### src/rtl/uart_rx_frame_if.sv
// Parallel side of the UART receiver plus the serial line it listens to.
// The slave modport is the receiver; the master modport is whoever drives the line and consumes bytes.
interface uart_rx_frame_if #(
    parameter int unsigned DATA_BITS = 8
);
    logic                 rx;
    logic [DATA_BITS-1:0] data;
    logic                 valid;
    logic                 frame_err;
    logic                 busy;

    modport master (
        output rx,
        input  data,
        input  valid,
        input  frame_err,
        input  busy
    );

    modport slave (
        input  rx,
        output data,
        output valid,
        output frame_err,
        output busy
    );
endinterface

### src/rtl/uart_rx_frame.sv
// 8N1 UART receiver: synchronises rx, samples mid-bit, presents good bytes with a valid strobe
// and flags low stop bits with a frame_err strobe before waiting out the break.
module uart_rx_frame #(
    parameter int unsigned CLKS_PER_BIT = 434,
    parameter int unsigned DATA_BITS    = 8
) (
    input  logic            CLOCK_50,
    input  logic            Reset,
    uart_rx_frame_if.slave  bus
);
    localparam int unsigned CNT_W = $clog2(CLKS_PER_BIT);
    localparam int unsigned IDX_W = (DATA_BITS > 1) ? $clog2(DATA_BITS) : 1;
    localparam logic [CNT_W-1:0] HALF     = CNT_W'((CLKS_PER_BIT - 1) / 2);
    localparam logic [CNT_W-1:0] LAST     = CNT_W'(CLKS_PER_BIT - 1);
    localparam logic [IDX_W-1:0] LAST_IDX = IDX_W'(DATA_BITS - 1);

    typedef enum logic [2:0] {
        S_IDLE,
        S_START,
        S_DATA,
        S_STOP,
        S_BREAK
    } state_t;

    state_t               state_q, state_d;
    logic                 sync1_q, sync1_d;
    logic                 sync2_q, sync2_d;
    logic                 hist_q, hist_d;
    logic [1:0]           warm_q, warm_d;
    logic [CNT_W-1:0]     cnt_q, cnt_d;
    logic [IDX_W-1:0]     idx_q, idx_d;
    logic [DATA_BITS-1:0] shift_q, shift_d;
    logic [DATA_BITS-1:0] data_q, data_d;
    logic                 valid_q, valid_d;
    logic                 err_q, err_d;
    logic                 busy_q, busy_d;
    logic                 fall_c;
    logic [CNT_W-1:0]     cnt_inc_c;

    // The history flop only holds a real line sample three clocks after reset;
    // gating on warm_q keeps a line held low across reset release from looking like an edge.
    assign fall_c    = (warm_q == 2'd3) && hist_q && !sync2_q;
    assign cnt_inc_c = cnt_q + CNT_W'(1);

    always_comb begin
        state_d = state_q;
        cnt_d   = cnt_q;
        idx_d   = idx_q;
        shift_d = shift_q;
        data_d  = data_q;
        valid_d = 1'b0;
        err_d   = 1'b0;
        sync1_d = bus.rx;
        sync2_d = sync1_q;
        hist_d  = sync2_q;
        warm_d  = (warm_q == 2'd3) ? warm_q : warm_q + 2'd1;

        unique case (state_q)
            S_IDLE: begin
                if (fall_c) begin
                    state_d = S_START;
                    cnt_d   = '0;
                end
            end
            S_START: begin
                if (cnt_q == HALF) begin
                    cnt_d   = '0;
                    idx_d   = '0;
                    state_d = sync2_q ? S_IDLE : S_DATA;
                end else begin
                    cnt_d = cnt_inc_c;
                end
            end
            S_DATA: begin
                if (cnt_q == LAST) begin
                    shift_d[idx_q] = sync2_q;
                    cnt_d          = '0;
                    if (idx_q == LAST_IDX) begin
                        state_d = S_STOP;
                    end else begin
                        idx_d = idx_q + IDX_W'(1);
                    end
                end else begin
                    cnt_d = cnt_inc_c;
                end
            end
            S_STOP: begin
                if (cnt_q == LAST) begin
                    cnt_d = '0;
                    if (sync2_q) begin
                        data_d  = shift_q;
                        valid_d = 1'b1;
                        state_d = S_IDLE;
                    end else begin
                        err_d   = 1'b1;
                        state_d = S_BREAK;
                    end
                end else begin
                    cnt_d = cnt_inc_c;
                end
            end
            S_BREAK: begin
                if (sync2_q) begin
                    state_d = S_IDLE;
                    cnt_d   = '0;
                end
            end
            default: begin
                state_d = S_IDLE;
                cnt_d   = '0;
            end
        endcase

        busy_d = (state_d != S_IDLE);
    end

    always_ff @(posedge CLOCK_50 or posedge Reset) begin
        if (Reset) begin
            sync1_q <= 1'b1;
            sync2_q <= 1'b1;
            hist_q  <= 1'b1;
            warm_q  <= '0;
            state_q <= S_IDLE;
            cnt_q   <= '0;
            idx_q   <= '0;
            shift_q <= '0;
            data_q  <= '0;
            valid_q <= 1'b0;
            err_q   <= 1'b0;
            busy_q  <= 1'b0;
        end else begin
            sync1_q <= sync1_d;
            sync2_q <= sync2_d;
            hist_q  <= hist_d;
            warm_q  <= warm_d;
            state_q <= state_d;
            cnt_q   <= cnt_d;
            idx_q   <= idx_d;
            shift_q <= shift_d;
            data_q  <= data_d;
            valid_q <= valid_d;
            err_q   <= err_d;
            busy_q  <= busy_d;
        end
    end

    assign bus.data      = data_q;
    assign bus.valid     = valid_q;
    assign bus.frame_err = err_q;
    assign bus.busy      = busy_q;
endmodule

### src/flat_wrapper.sv
// flat-port wrapper written by rule: the top's interface ports become plain ports
module uart_rx_frame_flat 
#(
    parameter int unsigned CLKS_PER_BIT = 434,
    parameter int unsigned DATA_BITS    = 8
)
  (CLOCK_50, Reset, bus_rx, bus_data, bus_valid, bus_frame_err, bus_busy);
  uart_rx_frame_if #(.DATA_BITS(DATA_BITS)) bus_i ();
  input  logic CLOCK_50;
  input  logic Reset;
  input wire logic [$bits(bus_i.rx)-1:0] bus_rx;
  output wire logic [$bits(bus_i.data)-1:0] bus_data;
  output wire logic [$bits(bus_i.valid)-1:0] bus_valid;
  output wire logic [$bits(bus_i.frame_err)-1:0] bus_frame_err;
  output wire logic [$bits(bus_i.busy)-1:0] bus_busy;
  assign bus_i.rx = bus_rx;
  assign bus_data = bus_i.data;
  assign bus_valid = bus_i.valid;
  assign bus_frame_err = bus_i.frame_err;
  assign bus_busy = bus_i.busy;
  uart_rx_frame #(.CLKS_PER_BIT(CLKS_PER_BIT), .DATA_BITS(DATA_BITS)) u_core (.CLOCK_50(CLOCK_50), .Reset(Reset), .bus(bus_i));
endmodule
### config.mk
export PLATFORM = sky130hd
export DESIGN_NAME = uart_rx_frame_flat
export DESIGN_NICKNAME = d
export VERILOG_FILES = /design/src/rtl/uart_rx_frame_if.sv /design/src/rtl/uart_rx_frame.sv /design/src/flat_wrapper.sv
export SDC_FILE = /design/constraint.sdc
export NUM_CORES = 1
export LEC_CHECK = 0
export BUFFER_PORTS_ARGS = -buffer_cell sky130_fd_sc_hd__buf_2
export CORE_UTILIZATION = 54
export CTS_CLUSTER_DIAMETER = 80
export DETAILED_ROUTE_END_ITERATION = 6
export PLACE_DENSITY = 0.73
export SYNTH_ARGS = -nofsm -noshare
export SYNTH_HDL_FRONTEND = slang
export SYNTH_SLANG_ARGS = --single-unit
### constraint.sdc
create_clock -name CLOCK_50 -period 2.3 [get_ports CLOCK_50]
set_input_delay 0.345 -clock CLOCK_50 [delete_from_list [all_inputs] [get_ports CLOCK_50]]
set_output_delay 0.345 -clock CLOCK_50 [all_outputs]
set_load 0.01 [all_outputs]
# After elaboration in Yosys (flattened, before gate mapping)
# Cells that the tools add are included.
# classes
multipliers	0
div_mod_pow	0
muxes	27
reduce_logical	12
shifts	0
n_bitwise	0
order_cmp	2
eq_ne	13
addsub	3
# ops
op	n
$mux W9	4
$pmux W9 S4	1
$mux W3	10
$pmux W3 S5	1
$add A9 B1 Y9 const B	1
$eq A9 B8 Y1 const B	1
$eq A9 B9 Y1 const B	1
$bwmux W8	1
$ne A2 B1 Y1 const B	4
$mux W1	7
$eq A3 B2 Y1 const B	2
$eq A3 B3 Y1 const B	2
$pmux W3 S2	1
$lt A3 B4 Y1 const B	1
$reduce_and A2 Y1	2
$reduce_and A4 Y1	1
$add A3 B1 Y3 const B	1
$demux W1 S3	1
$eq A3 B1 Y1 const B	1
$ge A3 B1 Y1 const B	1
$logic_and A1 B1 Y1	3
$logic_not A3 Y1	1
$reduce_and A3 Y1	1
$reduce_bool A3 Y1	1
7 further kinds	7
# totals
in_bits	3
latch_bits	0
out_inout_bits	11
regBits	39
n_memories	0
wordCells	69
mem_bits_rw	0
mem_bits_ro	0

# Depth between registers and ports, before layout
# Gate-level depths: netlist (run 1).
# depth
ltp_word	6
depth_mapped	8
depth_no_buf	6

# Worst setup path before layout (run 1)
# No wires, ideal clock.
# synth_timing
kind	register -> register
startpoint	register u_core.cnt_q[1]
endpoint	register u_core.data_q[0] (netlist: u_core.bus.data[0])
arrival_time_ps	1866
n_path_buf	1
required_time_ps	2175
stages_incl_launch_ff	8
period_less_slack_ps	1991
setup_ps	125
setup_slack_ps	309
cell_sequence	dfrtp_1 > inv_1 > ha_1 > nand4bb_1 > or3_1 > buf_2 > nor3_4 > mux2_2
# synth_via
elab_chain_len	2
# synth_lines
item	line_no	source
start, declared	uart_rx_frame.sv:30	logic [CNT_W-1:0] cnt_q, cnt_d;
start signal, assigned	uart_rx_frame.sv:137	cnt_q <= cnt_d;
$eq A9 B9 Y1	uart_rx_frame.sv:88	if (cnt_q == LAST) begin
$reduce_and A3 Y1 (no source line)	n/a	
end signal, assigned	uart_rx_frame.sv:140	data_q <= data_d;
end, declared	uart_rx_frame.sv:33	logic [DATA_BITS-1:0] data_q, data_d;
# Every way passes these cells.
# A chain may end at the register's enable or synchronous reset.

# Worst setup path in the final report (run 1)
# layout_timing
startpoint	register u_core.cnt_q[1]
endpoint	register u_core.data_q[4] (netlist: u_core.bus.data[4])
# The elaborated chain is that of the path after synthesis.

==> metrics.txt, run 1 <==
number of cells on the critical path 7; worst hold slack 0.1548 ns; share of the synthesized area in compound gates (AO/OA/AOI/OAI) around 11%; global-route usage over all layers 22.16%; number of global-route vias before repair around 1500; skew final ~0.009 ns; full die area 0.003926 mm2; horizontal die dimension 62.66 um; first-pass iteration count of the detailed router 5; critical path startpoint category register; non-filler cells in the finished layout 248; number of DRC markers in iteration 0 66; FF-to-FF setup slack between 0.2 and 0.25 ns; first-pass GRT wire length approximately 6800 um; number of library cell types mapped by synthesis 45; detailed-route vias per instance roughly 6; prevailing post-synth register cell dfrtp_1; cell count after synthesis 182; Clock Tree Root clkbuf_8; Antenna Diode Count 0; cell depth of the worst flop-to-flop path 7; power density over cell area slightly above 700 mW/mm2; Least-Margin Pin Slew approximately 0.52 ns; setup repair after global routing missed its margin false; maximum number of pins on one net before global-route repair 40; antenna violations before repair 0; share of synthesized flip-flops with an asynchronous set or reset 100.0%; total gr overflow 0; total wirelength of the detailed-routed design about 3700 um; Via Count between 1000 and 1500; ratio of cells with drive above 1 in the final layout between 20% and 30%; worst endpoint required time around 2.5 ns; Worst setup endpoint u_core.bus.data[4]; drt wl/cell between 15 and 20 um; count of port buffers added during placement 13; Core Region around 0.0034 mm2; worst setup path startpoint u_core.cnt_q[1]; worst-skew pair later-pin latency ~0.29 ns; warning count from the yosys run 0; count of flip-flops with a built-in enable after synthesis 0; number of post-CTS setup repair buffers 0; Layout Nets between 200 and 250; signed area change from the synthesized netlist to the final layout 11.33%; cell area after technology mapping roughly 0.0020 mm2; Worst R2R End u_core.bus.data[4]; slowest CP cell or3_4; Buf+Inv Stages, Crit Path 2; Critical Path AT 2.22 ns; Yosys top cell area share 45.34%; Setup TNS Final 0 ns; Die H 62.66 um; gate family responsible for the most delay along the worst path simple AND/OR/NAND/NOR gates; placed wire-length estimate after detailed placement 2756 um; share of synthesized area spent on multiplexers a little over a tenth; main area contributors after synthesis dfrtp_1 45%, mux2_2 8.5%, dfstp_2 4.0%, ha_1 3.8%, o21ai_0 3.0%; worst relative slew slack 65.16%; synthesized netlist net count ~190; Peak VDD IR slightly below 600 uV; area share of xor/xnor cells in the synthesized design 0.4408%; Seq/Total Area, Yosys between 40% and 50%; starting density of the core around 58%; Hold Violations, Final 0; final weighted congestion of routability-driven global placement 0.8783; type of the tightest min-delay check input port to asynchronous set/reset pin; count of antenna-violating nets left after detailed routing 0; cell accounting for the most synthesized area dfrtp_1; maximum clock insertion buffer count 2; critical path type register to register; post-synthesis adder-cell area fraction approximately 3.8%; longest individual stage delay on the worst path approximately 0.43 ns; status completed; maximum level of the CTS H-tree 2; simple-gate area share of the yosys netlist roughly 20%; final routed DRC violation total 0; Top-Level Pins 14; Critical R2R Launch u_core.cnt_q[1]; combinational family with the most area after synthesis simple AND/OR/NAND/NOR gates; static leakage ~1.0 nW; Clock Sink Count 39; post-layout min period between 2 and 2.5 ns; crit-path max FO 9; Setup Viol. Count Final 0; max-slew violations 0; endpoint kind of the worst setup timing path register; Mean Syn Cell Area 10.92 um2; Rows 21; placed insts 240; top achievable clock speed 0.4873 GHz; TritonCTS clock tree built; share of the cycle needed by the critical path after routing approximately nine tenths; Max-cap violations 0; Critical Path, Cell by Cell inv_1, ha_1, nand4bb_1, or3_4, nor3_4, buf_4, mux2_2; number of synthesized register bits 39; number of CTS-inserted buffers 5; CTS clk-pin slew, worst paths around 0.08 ns
==> worst reg2reg max path, cell delays in order (launching register included) <==
cell and delay (ns):
dfrtp_1 0.42, inv_1 0.09, ha_1 0.15, nand4bb_1 0.18, or3_4 0.43, nor3_4 0.12
buf_4 0.20, mux2_2 0.35
==> stage by stage <==
step / instance area, um2 / total power, mW / util, % / setup slack (ns)
global placement: 2122 / 1.133 / 61.65 / 0.2277
floorplan: 1987 / 1.065 / - / 0.3095
detailed placement: 2122 / 1.149 / 61.65 / 0.1897
finish: 2212 / 1.579 / 64.27 / 0.2479
CTS: 2207 / 1.592 / 64.12 / 0.1633
global route: 2212 / 1.675 / 64.27 / 0.1096
==> per-layer routing <==
layer	GRT usage [%]	part of all wire (%)	up-vias
li1	-	-	700
met1	28.68	44	730
met2	36.01	49	39
met3	5.474	5.2	6
met4	8.140	1.6	0
met5	0	0	-
==> worst min path at each step <==
| stage | endpoint | slack [ns] | cells after the start |
|---|---|---|---|
| 2_1_floorplan | u_core.hist_d | 0.35 | 0 |
| 4_1_cts | u_core.sync1_q | 0.14 | 1 |
| 6_report | u_core.shift_q[0] | 0.15 | 3 |
| 5_1_grt | u_core.sync1_q | 0.14 | 1 |
| 3_3_place_gp | u_core.hist_d | 0.35 | 0 |
| 3_5_place_dp | u_core.hist_d | 0.35 | 0 |
==> sequential cells by signal, summed over array words and instances (netlist names) <==
| signal | count |
|---|---|
| u_core.state_q | 3 |
| u_core.cnt_q | 9 |
| u_core.bus.valid | 1 |
| u_core.shift_q | 8 |
| u_core.sync1_q | 1 |
| u_core.warm_q | 2 |
| u_core.idx_q | 3 |
| u_core.bus.busy | 1 |
| u_core.bus.frame_err | 1 |
| u_core.hist_q | 1 |
| u_core.bus.data | 8 |
| u_core.hist_d | 1 |
==> final cells by class <==
class / count / area, um2
clock inverter: 2 / 12.51
multi-input combinational: 123 / 919.6
sequential: 39 / 979.7
clock buffer: 6 / 72.57
tap: 46 / 57.56
fill: 273 / 1230
inverter: 10 / 37.54
timing repair buffer: 22 / 132.6
==> logic make-up after synthesis <==
group                    count (synthesis)
AND/OR/NAND/NOR                         65
flip-flops                              39
AO/OA/AOI/OAI                           32
buffers and inverters                   20
multiplexers                            19
adder cells (fa/ha/maj)                  6
XOR/XNOR                                 1
==> what timing repair did <==
item / CTS / global route
resized for setup: 0 / 1
endpoints found under the setup margin: 0 / 1
endpoints found under the hold margin: 0 / 0
hold buffers: 0 / 0
==> report_power, final <==
part           leakage (nW)  internal, mW  switching, mW
Clock                0.0412         0.212          0.226
Combinational         0.468         0.156          0.185
Sequential            0.508         0.743         0.0571
==> Yosys cell counts, types with 2 or more instances <==
cell type	instances
o31ai_1	2
nor3_1	5
nand2b_1	4
or3_1	2
nor2b_1	3
inv_1	10
o21ai_0	12
nand4_1	4
buf_2	2
mux2i_1	3
dfrtp_1	36
nand4bb_1	3
nand3_1	5
buf_4	2
clkbuf_1	4
nor2_1	6
dfstp_2	3
nor4bb_1	2
mux2_2	15
o22ai_1	2
ha_1	6
a21oi_1	2
o211ai_1	8
nand4b_1	6
nand2_1	15
==> layout by cell type, fill, tap and decap left out, types with 2 or more instances in the layout <==
master,count
a21oi_1,2
buf_2,13
buf_4,9
clkbuf_8,5
dfrtp_1,36
dfstp_2,3
ha_1,6
inv_1,10
mux2_2,15
mux2i_1,3
nand2_1,15
nand2b_1,4
nand3_1,5
nand4_1,4
nand4b_1,6
nand4bb_1,3
nor2_1,6
nor2b_1,3
nor3_1,5
nor4bb_1,2
o211ai_1,8
o21ai_0,12
o22ai_1,2
o31ai_1,2
No activity file was read; power rests on OpenSTA's default activity.
==> run 2, diff against run 1 <==
--- a/config.mk
+++ b/config.mk
@@ -6,10 +6,12 @@
 export NUM_CORES = 1
 export LEC_CHECK = 0
 export BUFFER_PORTS_ARGS = -buffer_cell sky130_fd_sc_hd__buf_2
+export CAP_MARGIN = 20
 export CORE_UTILIZATION = 54
 export CTS_CLUSTER_DIAMETER = 80
 export DETAILED_ROUTE_END_ITERATION = 6
 export PLACE_DENSITY = 0.73
+export SETUP_SLACK_MARGIN = 0.4
 export SYNTH_ARGS = -nofsm -noshare
 export SYNTH_HDL_FRONTEND = slang
 export SYNTH_SLANG_ARGS = --single-unit
==> metrics.txt, run 2 (synthesis results as in run 1) <==
Top-Level Pins 14 (unchanged); met1 demand-to-capacity share in global routing 32.52% (+3.8 points); setup repair after global routing missed its margin true; Largest register FFs 9 (unchanged); commonest non-fill, non-tap cells in the layout 34 x dfrtp_1, 17 x buf_4, 15 x nand2_1; count of antenna-violating nets left after detailed routing 0 (unchanged); Least-Margin Pin Slew 0.4869 ns (-0.03175 ns); FF+latch area 982.2 um2 (+0.26%); first-pass GRT wire length 7872 um (+16%); horizontal die dimension 62.66 um (unchanged); final routed DRC violation total 0 (unchanged); critical path startpoint category register; Critical Path, Cell by Cell buf_4, inv_1, ha_1, nand4bb_1, o21ba_4, or2_2, mux2_2; share of the cycle needed by the critical path after routing 87.60% (-1.6 points); Layout Nets 220 (+4.8%); power density over cell area 723.8 mW/mm2 (+1.4%); number of global-route vias before repair 1648 (+11%); Die H 62.66 um (unchanged); Rows 21 (unchanged); post-layout min period 2.015 ns (-0.03723 ns); slowest CP cell dfrtp_1; full die area 0.003926 mm2 (unchanged); most frequent standard cell in the layout excluding fill and tap cells dfrtp_1; number of DRC markers in iteration 0 104 (+58%); max-slew violations 0 (unchanged); placed wire-length estimate after detailed placement 2877 um (+4.4%); total wirelength of the detailed-routed design 4702 um (+26%); Clock Tree Root clkbuf_8; maximum clock insertion buffer count 2 (unchanged); Clock Sink Count 39 (unchanged); hold_buf cts 0 (unchanged); CTS clk-pin slew, worst paths 0.08 ns (about the same); Peak VDD IR 524.0 uV (-10%); detailed-route vias per instance 6.039 (+1.5%); count of port buffers added during placement 13 (unchanged); TritonCTS clock tree built; top achievable clock speed 0.4963 GHz (+1.8%); Via Count 1558 (+5.6%); number of filler cells placed in the layout 226 (-17%); total gr overflow 0 (unchanged); worst-skew pair later-pin latency 0.29 ns (about the same); Max-cap violations 0 (unchanged); met2 usage 43.34% (+7.3 points); type of the tightest min-delay check input port to asynchronous set/reset pin; Core Region 0.003442 mm2 (unchanged); first-pass iteration count of the detailed router 5 (unchanged); endpoint kind of the worst setup timing path register; starting density of the core 57.72% (unchanged); static leakage 1.085 nW (+6.7%); number of CTS-inserted buffers 5 (unchanged); worst relative slew slack 67.54% (+2.4 points); drt wl/cell 18.22 um (+21%); worst endpoint required time 2.48 ns (+0.02 ns); signed area change from the synthesized netlist to the final layout 22.61%; maximum number of pins on one net before global-route repair 40 (unchanged); core utilization of the finished layout 70.77% (+6.5 points); Setup TNS Final 0 ns (unchanged); Antenna Diode Count 0 (unchanged); antenna violations before repair 0 (unchanged); maximum level of the CTS H-tree 2 (unchanged); met3 track utilization from global routing 7.117% (+1.6 points); register ranked first by flip-flop count u_core.cnt_q; Hold Violations, Final 0 (unchanged); longest individual stage delay on the worst path 0.44 ns (about the same); area of combinational cells with multiple inputs 0.001026 mm2 (+12%); most used routing layer in global routing met2; crit-path max FO 6 (-3); Critical Path AT 2.19 ns (-0.03 ns); skew final 0.01023 ns (+0.001345 ns); critical path type register to register; status completed; ratio of cells with drive above 1 in the final layout 35.85% (+10 points); Setup Viol. Count Final 0 (unchanged); final weighted congestion of routability-driven global placement 0.8891 (+1.2%); global-route usage over all layers 25.99% (+3.8 points)
==> run 2: final timing paths <==
path | start | end | slack (ns) | depth (start not counted)
max | u_core.cnt_q[0] | u_core.cnt_q[0] | 0.29 | 7
min | Reset | u_core.shift_q[0] | 0.15 | 3
max reg2reg | u_core.cnt_q[0] | u_core.cnt_q[0] | 0.29 | 7
min reg2reg | u_core.sync1_q | u_core.hist_d | 0.36 | 0
max in group asynchronous | Reset | u_core.state_q[1] | 1.79 | 3
min in group CLOCK_50 | bus_rx | u_core.sync1_q | 0.15 | 1
==> run 2: what timing repair did <==
action | CTS | global route
pin swaps | 3 | 6
buffers inserted | 7 | 3
endpoints found under the setup margin | 24 | 28
gates cloned | 0 | 0
resized for setup | 11 | 12
==> run 2: through the flow <==
step                      hold WS (ns)  setup WS, ns  instances  instance area [um2]  power (mW)
after detailed placement        0.3468       0.03885        240                 2135       1.154
after CTS                       0.1431        0.2945        255                 2365       1.706
after floorplan                 0.3452        0.3145        182                 2006       1.068
final                           0.1500        0.2851        258                 2436       1.763
after global routing            0.1428        0.2365        258                 2436       1.850
after global placement          0.3463        0.1426        240                 2135       1.128
==> run 2: area by class of cell <==
class,instances,area share [%]
Clock buffer,8,4.109
Inverter,10,1.541
Multi-Input combinational cell,123,42.12
Sequential cell,39,40.32
Tap cell,46,2.363
Timing Repair Buffer,32,9.553
==> run 2: worst max-delay path: cells and delay by family, from the launching register on <==
| family | cells | cell delay [ns] |
|---|---|---|
| multiplexers | 1 | 0.28 |
| flip-flops | 1 | 0.44 |
| AND/OR/NAND/NOR | 2 | 0.49 |
| buffers and inverters | 2 | 0.23 |
| adder cells (fa/ha/maj) | 1 | 0.18 |
| AO/OA/AOI/OAI | 1 | 0.29 |
==> run 2: per-layer routing <==
metal	up-vias	part of all wire [%]	wire length [um]
li1	718	-	-
met1	758	42	1957
met2	71	50	2372
met3	11	5.7	266
met4	0	2.3	106
met5	-	0	0
==> run 2: power by group <==
part | leakage, nW | internal, mW | switching (mW)
logic | 0.528 | 0.220 | 0.240
registers | 0.506 | 0.743 | 0.0568
clock network | 0.0515 | 0.274 | 0.230
total | 1.09 | 1.24 | 0.526
==> run 3, diff against run 2 <==
==> constraint.sdc (replaced) <==
create_clock -name CLOCK_50 -period 2.29 [get_ports CLOCK_50]
set_input_delay 0.3435 -clock CLOCK_50 [delete_from_list [all_inputs] [get_ports CLOCK_50]]
set_output_delay 0.3435 -clock CLOCK_50 [all_outputs]
set_load 0.01 [all_outputs]
==> metrics.txt, run 3 (synthesis results as in run 1) <==
Setup Viol. Count Final 0 (unchanged); number of CTS-inserted buffers 5 (unchanged); Core Region 0.003442 mm2 (unchanged); Setup TNS Final 0 ns (unchanged); type of the tightest min-delay check input port to asynchronous set/reset pin; Peak VDD IR 491.9 uV (-6.1%); final routed DRC violation total 0 (unchanged); reported net switching power 516.2 uW (-1.9%); Clock Tree Root clkbuf_8; horizontal die dimension 62.66 um (unchanged); final weighted congestion of routability-driven global placement 0.9191 (+3.4%); total wirelength of the detailed-routed design 4106 um (-13%); Largest register FFs 9 (unchanged); total gr overflow 0 (unchanged); power share of the combinational group 25.6% (-0.5 points); critical path startpoint category register; Antenna Diode Count 0 (unchanged); maximum number of pins on one net before global-route repair 40 (unchanged); clock network fraction of design power 26.7% (-1.8 points); Setup Slack @ Placement -0.002841 ns (-0.04169 ns); commonest non-fill, non-tap cells in the layout 34 x dfrtp_1, 15 x nand2_1, 14 x buf_4; maximum level of the CTS H-tree 2 (unchanged); worst-skew pair later-pin latency 0.29 ns (about the same); antenna violations before repair 0 (unchanged); post-layout min period 1.937 ns (-0.07805 ns); Rows 21 (unchanged); maximum clock insertion buffer count 2 (unchanged); number of DRC markers in iteration 0 77 (-26%); Hold Violations, Final 0 (unchanged); Via Count 1536 (-1.4%); part of the total power dissipated in sequential elements 47.8% (+2.4 points); skew final 0.008718 ns (-0.001512 ns); worst relative slew slack 68.25% (+0.70 points); top achievable clock speed 0.5163 GHz (+4.0%); Clock Sink Count 39 (unchanged); register ranked first by flip-flop count u_core.cnt_q; first-pass iteration count of the detailed router 4 (-1); worst setup path startpoint u_core.cnt_q[1]; worst endpoint required time 2.47 ns (about the same); number of global-route vias before repair 1473 (-11%); Die H 62.66 um (unchanged); most frequent standard cell in the layout excluding fill and tap cells dfrtp_1; Least-Margin Pin Slew 0.4763 ns (-0.01055 ns); CTS clk-pin slew, worst paths 0.08 ns (about the same); crit-path max FO 8 (+2); endpoint kind of the worst setup timing path register; count of port buffers added during placement 13 (unchanged); drt wl/cell 16.17 um (-11%); Top-Level Pins 14 (unchanged); detailed-route vias per instance 6.047 (+0.14%); post-route worst setup slack 0.3532 ns (+0.06805 ns); count of antenna-violating nets left after detailed routing 0 (unchanged); Critical R2R Launch u_core.cnt_q[1]; share of the cycle needed by the critical path after routing 84.58% (-3.0 points); static leakage 1.059 nW (-2.5%); max-slew violations 0 (unchanged); Layout Nets 216 (-1.8%); Critical Path AT 2.12 ns (-0.07 ns); status completed; critical path type register to register; full die area 0.003926 mm2 (unchanged); internal power of the cells 1.166 mW (-5.7%); ratio of cells with drive above 1 in the final layout 34.13% (-1.7 points); global-route usage over all layers 23.50% (-2.5 points); signed area change from the synthesized netlist to the final layout 19.08%; power density over cell area 711.0 mW/mm2 (-1.8%); first-pass GRT wire length 7127 um (-9.5%); setup repair after global routing missed its margin true; starting density of the core 57.72% (unchanged); Max-cap violations 0 (unchanged); TritonCTS clock tree built; number of filler cells placed in the layout 253 (+12%); placed wire-length estimate after detailed placement 2729 um (-5.1%); share of total power consumed by net switching 30.68% (+0.85 points)
-- run 3: cell count changes in the layout (fill, tap and decap cells not counted), moves of 2 or more --
cell and delta:
buf_4 -3, clkbuf_8 -2, mux2_2 -6, mux2_4 +7, o21ai_0 +4, o21ai_1 -4
-- run 3: layout make-up --
type	instances	area (um2)	share of cell area, %
Clock inverter	2	12.51	0.5288
Clock buffer	6	72.57	3.067
Tap cell	46	57.56	2.433
Timing Repair Buffer	28	190.2	8.038
Inverter	10	37.54	1.586
Sequential cell	39	982.2	41.51
Multi-Input combinational cell	123	1013	42.83
-- run 3: worst paths after layout --
| check | end | cells after the start | slack [ns] |
|---|---|---|---|
| max | u_core.bus.data[1] | 7 | 0.35 |
| min | u_core.warm_q[1] | 3 | 0.14 |
| max reg2reg | u_core.bus.data[1] | 7 | 0.35 |
| min reg2reg | u_core.hist_d | 0 | 0.37 |
| max in group asynchronous | u_core.cnt_q[5] | 3 | 1.77 |
| min in group CLOCK_50 | u_core.sync1_q | 1 | 0.14 |
-- run 3: repair_timing --
item	in CTS	in global routing
pin swaps	2	3
endpoints found under the setup margin	24	26
hold buffers	0	0
setup buffers	7	0
gates resized for setup	15	7
-- run 3: power groups by stage --
stage | Combinational (mW) | Clock [mW] | Sequential (mW)
after floorplan | 0.276 | 0 | 0.797
after global placement | 0.319 | 0 | 0.813
after detailed placement | 0.337 | 0 | 0.816
after CTS | 0.402 | 0.459 | 0.796
after global routing | 0.463 | 0.488 | 0.813
final | 0.430 | 0.449 | 0.804
-- run 3: worst max-delay path, cell delays in order, from the launching register on --
cell       delay (ns)
dfrtp_1          0.40
inv_2            0.09
ha_4             0.13
nand4bb_1        0.14
or3_4            0.40
nor3_4           0.18
buf_12           0.17
mux2_4           0.30
-- run 3: through the flow --
stage | std cells | utilization, % | instance area [um2] | hold WS (ns) | total power, mW
2_1_floorplan | 182 | - | 2006 | 0.3452 | 1.073
3_3_place_gp | 239 | 61.80 | 2127 | 0.3456 | 1.132
3_5_place_dp | 239 | 61.80 | 2127 | 0.3544 | 1.153
4_1_cts | 254 | 67.94 | 2338 | 0.1372 | 1.657
5_1_grt | 254 | 68.74 | 2366 | 0.1401 | 1.764
6_report | 254 | 68.74 | 2366 | 0.1372 | 1.682
-- run 3: routing by layer --
| metal | GRT usage, % | wire length, um |
|---|---|---|
| met1 | 32.13 | 1939 |
| met2 | 37.09 | 1926 |
| met3 | 6.022 | 167 |
| met4 | 6.395 | 72 |
| met5 | 0 | 0 |
